===== src/rtl/reg_file_param.sv =====
// Parametrised register file: two combinational read ports with write bypass,
// one synchronous write port, and a one-register-per-cycle debug dump engine.
// Optional build macro REG_FILE_ZERO_REG_EN hardwires register 0 to zero.
module reg_file_param #(
    parameter int DATA_W = 8,
    parameter int ADDR_W = 2
) (
    input  logic              clk,
    input  logic              reset,
    input  logic              write_enable,
    input  logic [ADDR_W-1:0] write_addr,
    input  logic [DATA_W-1:0] write_data,
    input  logic [ADDR_W-1:0] read_a,
    input  logic [ADDR_W-1:0] read_b,
    output logic [DATA_W-1:0] read_a_data,
    output logic [DATA_W-1:0] read_b_data,
    input  logic              dump_start,
    output logic              dump_busy,
    output logic              dump_valid,
    output logic [ADDR_W-1:0] dump_addr,
    output logic [DATA_W-1:0] dump_data
);

    localparam int NUM_REGS = 2 ** ADDR_W;
    localparam logic [ADDR_W-1:0] LAST_IDX  = ADDR_W'(NUM_REGS - 1);
    localparam logic [ADDR_W-1:0] ZERO_IDX  = {ADDR_W{1'b0}};
    localparam logic [DATA_W-1:0] ZERO_DATA = {DATA_W{1'b0}};

    typedef enum logic [0:0] {
        S_IDLE = 1'b0,
        S_DUMP = 1'b1
    } dump_state_t;

    logic [DATA_W-1:0] r_core [NUM_REGS];
    dump_state_t       r_state;
    dump_state_t       w_state_nxt;
    logic [ADDR_W-1:0] r_cnt;
    logic [ADDR_W-1:0] w_cnt_nxt;
    logic              w_wr_ok;

    // Qualified write strobe; also gates the bypass so discarded writes never leak
    always_comb begin
`ifdef REG_FILE_ZERO_REG_EN
        if (write_enable && (write_addr != ZERO_IDX)) begin
            w_wr_ok = 1'b1;
        end else begin
            w_wr_ok = 1'b0;
        end
`else
        if (write_enable) begin
            w_wr_ok = 1'b1;
        end else begin
            w_wr_ok = 1'b0;
        end
`endif
    end

    // Register storage; reset has priority over a same-cycle write
    always_ff @(posedge clk) begin
        if (reset) begin
            for (int i = 0; i < NUM_REGS; i++) begin
                r_core[i] <= ZERO_DATA;
            end
        end else if (w_wr_ok) begin
            r_core[write_addr] <= write_data;
        end else begin
            r_core[write_addr] <= r_core[write_addr];
        end
    end

    // Read port A with same-cycle write bypass
    always_comb begin
        if (w_wr_ok && (write_addr == read_a)) begin
            read_a_data = write_data;
        end else begin
            read_a_data = r_core[read_a];
        end
`ifdef REG_FILE_ZERO_REG_EN
        if (read_a == ZERO_IDX) begin
            read_a_data = ZERO_DATA;
        end else begin
            read_a_data = read_a_data;
        end
`endif
    end

    // Read port B with same-cycle write bypass
    always_comb begin
        if (w_wr_ok && (write_addr == read_b)) begin
            read_b_data = write_data;
        end else begin
            read_b_data = r_core[read_b];
        end
`ifdef REG_FILE_ZERO_REG_EN
        if (read_b == ZERO_IDX) begin
            read_b_data = ZERO_DATA;
        end else begin
            read_b_data = read_b_data;
        end
`endif
    end

    // Dump FSM state and index counter
    always_ff @(posedge clk) begin
        if (reset) begin
            r_state <= S_IDLE;
            r_cnt   <= ZERO_IDX;
        end else begin
            r_state <= w_state_nxt;
            r_cnt   <= w_cnt_nxt;
        end
    end

    // Dump FSM next state; the counter wraps to 0 on the final dumped index
    always_comb begin
        w_state_nxt = r_state;
        w_cnt_nxt   = r_cnt;
        case (r_state)
            S_IDLE: begin
                if (dump_start) begin
                    w_state_nxt = S_DUMP;
                    w_cnt_nxt   = ZERO_IDX;
                end else begin
                    w_state_nxt = S_IDLE;
                    w_cnt_nxt   = r_cnt;
                end
            end
            S_DUMP: begin
                w_cnt_nxt = r_cnt + ADDR_W'(1);
                if (r_cnt == LAST_IDX) begin
                    w_state_nxt = S_IDLE;
                end else begin
                    w_state_nxt = S_DUMP;
                end
            end
            default: begin
                w_state_nxt = S_IDLE;
                w_cnt_nxt   = ZERO_IDX;
            end
        endcase
    end

    // Dump outputs; dump_data is committed storage only, no bypass
    always_comb begin
        dump_valid = 1'b0;
        dump_busy  = 1'b0;
        dump_addr  = r_cnt;
        dump_data  = r_core[r_cnt];
        case (r_state)
            S_DUMP: begin
                dump_valid = 1'b1;
                dump_busy  = 1'b1;
            end
            S_IDLE: begin
                dump_valid = 1'b0;
                dump_busy  = 1'b0;
            end
            default: begin
                dump_valid = 1'b0;
                dump_busy  = 1'b0;
            end
        endcase
`ifdef REG_FILE_ZERO_REG_EN
        if (r_cnt == ZERO_IDX) begin
            dump_data = ZERO_DATA;
        end else begin
            dump_data = dump_data;
        end
`endif
    end

endmodule


===== config.mk =====
export PLATFORM = sky130hd
export DESIGN_NAME = reg_file_param
export DESIGN_NICKNAME = d
export VERILOG_FILES = /design/src/rtl/reg_file_param.sv
export SDC_FILE = /design/constraint.sdc
export NUM_CORES = 1
export LEC_CHECK = 0
export CAP_MARGIN = 20
export CELL_PAD_IN_SITES_DETAIL_PLACEMENT = 2
export CELL_PAD_IN_SITES_GLOBAL_PLACEMENT = 2
export CORE_ASPECT_RATIO = 0.7
export CORE_MARGIN = 4
export CORE_UTILIZATION = 39
export DETAILED_ROUTE_END_ITERATION = 8
export PLACE_DENSITY = 0.95
export RECOVER_POWER = 100
export SETUP_SLACK_MARGIN = 0.1
export SLEW_MARGIN = 20
export SYNTH_ARGS = -nofsm -noshare
export SYNTH_HDL_FRONTEND = slang
export SYNTH_SLANG_ARGS = --single-unit

===== constraint.sdc =====
create_clock -name clk -period 2.8 [get_ports clk]
set_input_delay 0.28 -clock clk [delete_from_list [all_inputs] [get_ports clk]]
set_output_delay 0.28 -clock clk [all_outputs]
set_load 0.02 [all_outputs]

## After elaboration in Yosys (flattened, before gate mapping)

Memory sizes are Yosys's and may differ from the RTL's. A register that Yosys moved wholly into a read port is not among the register bits.
Index checks and enable logic that the tools add are counted.

- Bits in registers: 3
- RAM bits: 32
- Input bits: 18
- Output and inout port bits: 28
- Logic and storage cells: 38
- Memories: 1

- $add $sub $neg: 1
- Eq/ne operators: 5
- Mux-type cells: 23
- Bitwise logic cells: 2
- Reductions and logical operators: 4

Memories:

| name | words | bits a word | rd ports | clocked after Yosys merged registers in | write ports | RTL line | RTL |
|---|---|---|---|---|---|---|---|
| r_core | 4 | 8 | 3 | 1 | 4 | 34 | `logic [DATA_W-1:0] r_core [NUM_REGS];` |

Operators by type and width:

| cell | number |
|---|---|
| 2-to-1 mux 8 bit | 4 |
| 2-to-1 mux 1 bit | 12 |
| 2-to-1 mux 2 bit | 4 |
| OR reduction 8 bit | 1 |
| equality test 2 bit | 2 |
| case mux 1 bit (2 select lines) | 2 |
| case mux 2 bit (2 select lines) | 1 |
| adder 2 x 1 -> 2 bit, second input constant | 1 |
| equality test 2 bit, second input constant | 1 |
| logical AND 1 bit | 2 |
| inequality test 2 bit, second input constant | 1 |
| AND reduction 2 bit | 1 |
| inequality test 0 bit | 1 |
| inverter 1 bit | 1 |
| bitwise OR 1 bit | 1 |

## Logic depth before layout (Yosys ltp)

- Word-level depth: 8
- Mapped depth: 4
- Gate-level depth less buffers: 3

## Least setup slack after synthesis

Ideal clock, no wire load.

- Path type: input to output
- From: input port read_a[0]
- To: output port read_a_data[5]
- Data arrival time: 1,274 ps
- Required time: 2,520 ps
- Slack: 1,246 ps
- Stages: 3
- Buffers on the path: 1
- Cells stage by stage: buf_6 > mux4_1 > mux2_2

- Word-level cells in the longest chain between the ends: 3
- Elaborated cells on any way between the ends: 4
- Classes of those cells: 1 x eq/ne; 1 x mux; 1 x reduce/logical; 1 x memory

RTL lines:

| element | RTL line | RTL |
|---|---|---|
| start, declared | 13 | `input logic [ADDR_W-1:0] read_a,` |
| parallel branches: the longest is 2 deep, another holds memory read (4 x 8 bit) | -- |  |
| 2-to-1 mux 8 bit (*) | 73 | `if (w_wr_ok && (write_addr == read_a)) begin` |
| end, declared | 15 | `output logic [DATA_W-1:0] read_a_data,` |

Mark *: on every way between the ends.

## Final worst setup path

- From: input port write_addr[0]
- To: output port read_a_data[5]

- Word-level cells in the longest chain between the ends: 3

RTL lines:

| element | RTL line | RTL |
|---|---|---|
| start, declared | 11 | `input logic [ADDR_W-1:0] write_addr,` |
| equality test 2 bit | 73 |  |
| logical AND 1 bit | 73 |  |
| 2-to-1 mux 8 bit | 73 |  |

Every way passes these cells.

==> run metrics <==
status finished clean; largest net degree at the start of global routing 13; Final ANT Viol Nets 0; first-pass GRT wire length 10500 µm; Max Slew Vio Count 0; GRT overflow 0; via count 1541; initial antenna violation count 0; GRT Overall Usage 20.5%; FP Rows 22; NetSw 429 µW; Cell Area, Synth 0.00224 mm²; Max-cap violations 0; NumNets Final 215; Hold Vio Cnt, Final 0; number of flops mapped to enable cells by yosys 32; Die Span Y 71.4 µm; Primary FF master, synth edfxtp_1; Max Root-Sink Buffers 2; register bit total from synthesis 37; Ys Warns 0; drt initial violations 48; Starting Density 41.4%; Setup Buffers After CTS 0; Die Width 98.5 µm; total CTS buffers 5; HP Class reg -> reg; die footprint 0.00703 mm²; Slew @ Worst Pin 0.833 ns; Synth cell types 24; register area share after synthesis 47.5%; Final min period 2.71 ns; Power Density 502 mW/mm²; Int Power 1.03 mW; FFs w/ async S/R, synth 0%; clock-pin slew on the worst setup and hold paths 0.07 ns; vias in the first global route 1767; Cells after Synth 141; WL per Instance 26.0 µm; peak fanout along the critical path 8; Worst Path Arrival 2.43 ns; syn_area_per_cell 15.9 µm²; CTS Sinks 37; Peak Freq 369 MHz; Non-Filler Instances 269; PortBufs 45; n_diodes 0; fillers 501; # DRC 0; slew margin rel. 44.5%; worst IR drop on VDD 0.290 mV; unrepaired setup endpoints after global routing no; CP required 2.52 ns; root buffer cell clkbuf_8; Pleak 1.01 nW; clock latency on the worst-skew pair 0.29 ns; H-tree Lvls 2; Reg2Reg Setup Slack 1.72 ns; syn_nets 160; Crit Path Category in -> out; endpoints failing setup 0; router iterations before antenna repair 4; share of cells above drive strength 1 26.9%; vias per inst 5.73; CTS tree done; Sw Share 29.5%; Hold Buf Count CTS 0; Ports 46; dpl hpwl 5120 µm; final worst-path cycle share 96.9%; dpl cells 261; Core Footprint 0.00540 mm²; CP endpoint kind output pin; Comb pwr share 27.8%; area grow syn2layout 29.9%; clock skew 0.00125 ns; Total Routed Length 7000 µm; GP Congestion 0.808; setup TNS 0 ns; Setup crit start kind primary input; sequential power share 46.6%; clock share of power 25.6%
## routing by layer
metal | track usage, % | routed length [µm] | vias up
li1 | - | - | 671
met2 | 36.3 | 3580 | 63
met4 | 5.91 | 145 | 0
met3 | 4.09 | 378 | 15
met5 | 0 | 0 | -
met1 | 25.7 | 2890 | 792
## metrics by stage
step	power [mW]	setup slack [ns]	cell area, µm²	util, %	hold WS, ns
6_report	1.46	0.0875	2900	53.8	0.613
5_1_grt	1.51	0.0565	2900	53.8	0.643
4_1_cts	1.48	0.0795	2930	54.3	0.615
3_5_place_dp	1.11	0.0188	2830	52.4	0.611
3_3_place_gp	1.08	0.184	2830	52.4	0.552
2_1_floorplan	0.901	1.25	2240	-	0.353
## cell families after synthesis
logic type                 synth area share [%]
AOI/OAI and AO/OA                          1.18
xor gates and xnor gates                   1.57
DFF                                        47.5
adders and majority gates                 0.560
buffers and inverters                      2.35
muxes                                      32.9
and+or+nand+nor                            14.0
## registers in the layout, indices dropped and copies added, names as in the netlist, named ones only
register   cells
r_state        1
dump_addr      2
r_core        32
## Yosys cell counts, types with 2 or more instances
library cell / count / area [µm²]
and2_1: 32 / 200
mux2_2: 16 / 180
mux4_1: 4 / 105
or2_2: 3 / 18.8
xnor2_1: 4 / 35.0
nand3_2: 2 / 20.0
buf_6: 2 / 22.5
edfxtp_1: 32 / 961
mux4_2: 20 / 450
nor3b_1: 2 / 15.0
nor2_1: 3 / 11.3
a21oi_1: 2 / 10.0
buf_2: 3 / 15.0
dfxtp_1: 5 / 100
nor3b_2: 2 / 25.0
## final timing paths
check | end | cells after the start | start
worst max register to register | dump_addr[1] | 3 | dump_addr[0]
worst min-delay path | r_state | 2 | r_state
worst max-delay path | read_a_data[5] | 5 | write_addr[0]
worst min register to register | r_state | 2 | r_state
## power groups by stage
stage / registers, mW / logic [mW] / clock network (mW)
2_1_floorplan: 0.672 / 0.229 / 0
3_3_place_gp: 0.681 / 0.398 / 0
3_5_place_dp: 0.690 / 0.415 / 0
4_1_cts: 0.678 / 0.422 / 0.382
5_1_grt: 0.684 / 0.426 / 0.400
6_report: 0.678 / 0.405 / 0.373
## worst max-delay path, stage by stage
cell and delay (ns):
dlygate4sd3_1 0.63, xnor2_1 0.20, nand3_2 0.33, mux2_2 0.35
clkdlybuf4s50_1 0.63
## placed cells by master (no fill, tap or decap), types with 3 or more instances in the layout
cell and instances:
edfxtp_1 32, clkdlybuf4s50_1 27, and2_0 24, mux4_2 20, mux2_2 16, dlygate4sd3_1 16, and2_1 8, dfxtp_1 5
clkbuf_8 5, mux4_1 4, nor3b_1 4, clkbuf_1 4, buf_4 4, xnor2_1 3, nor2_1 3
## timing repair
item | CTS | global route
endpoints found under the setup margin | 8 | 8
gates resized for setup | 2 | 3
pin swaps | 0 | 0
## cell type report
type / instances / area (µm²) / share of cell area, %
clock buffer: 5 / 68.8 / 2.37
clock inverter: 3 / 17.5 / 0.603
inverter: 1 / 3.75 / 0.129
multi-input combinational: 96 / 1120 / 38.6
sequential: 37 / 1060 / 36.5
tap: 72 / 90.1 / 3.10
timing repair buffer: 55 / 541 / 18.6
Power figures use the tool's default switching activity.
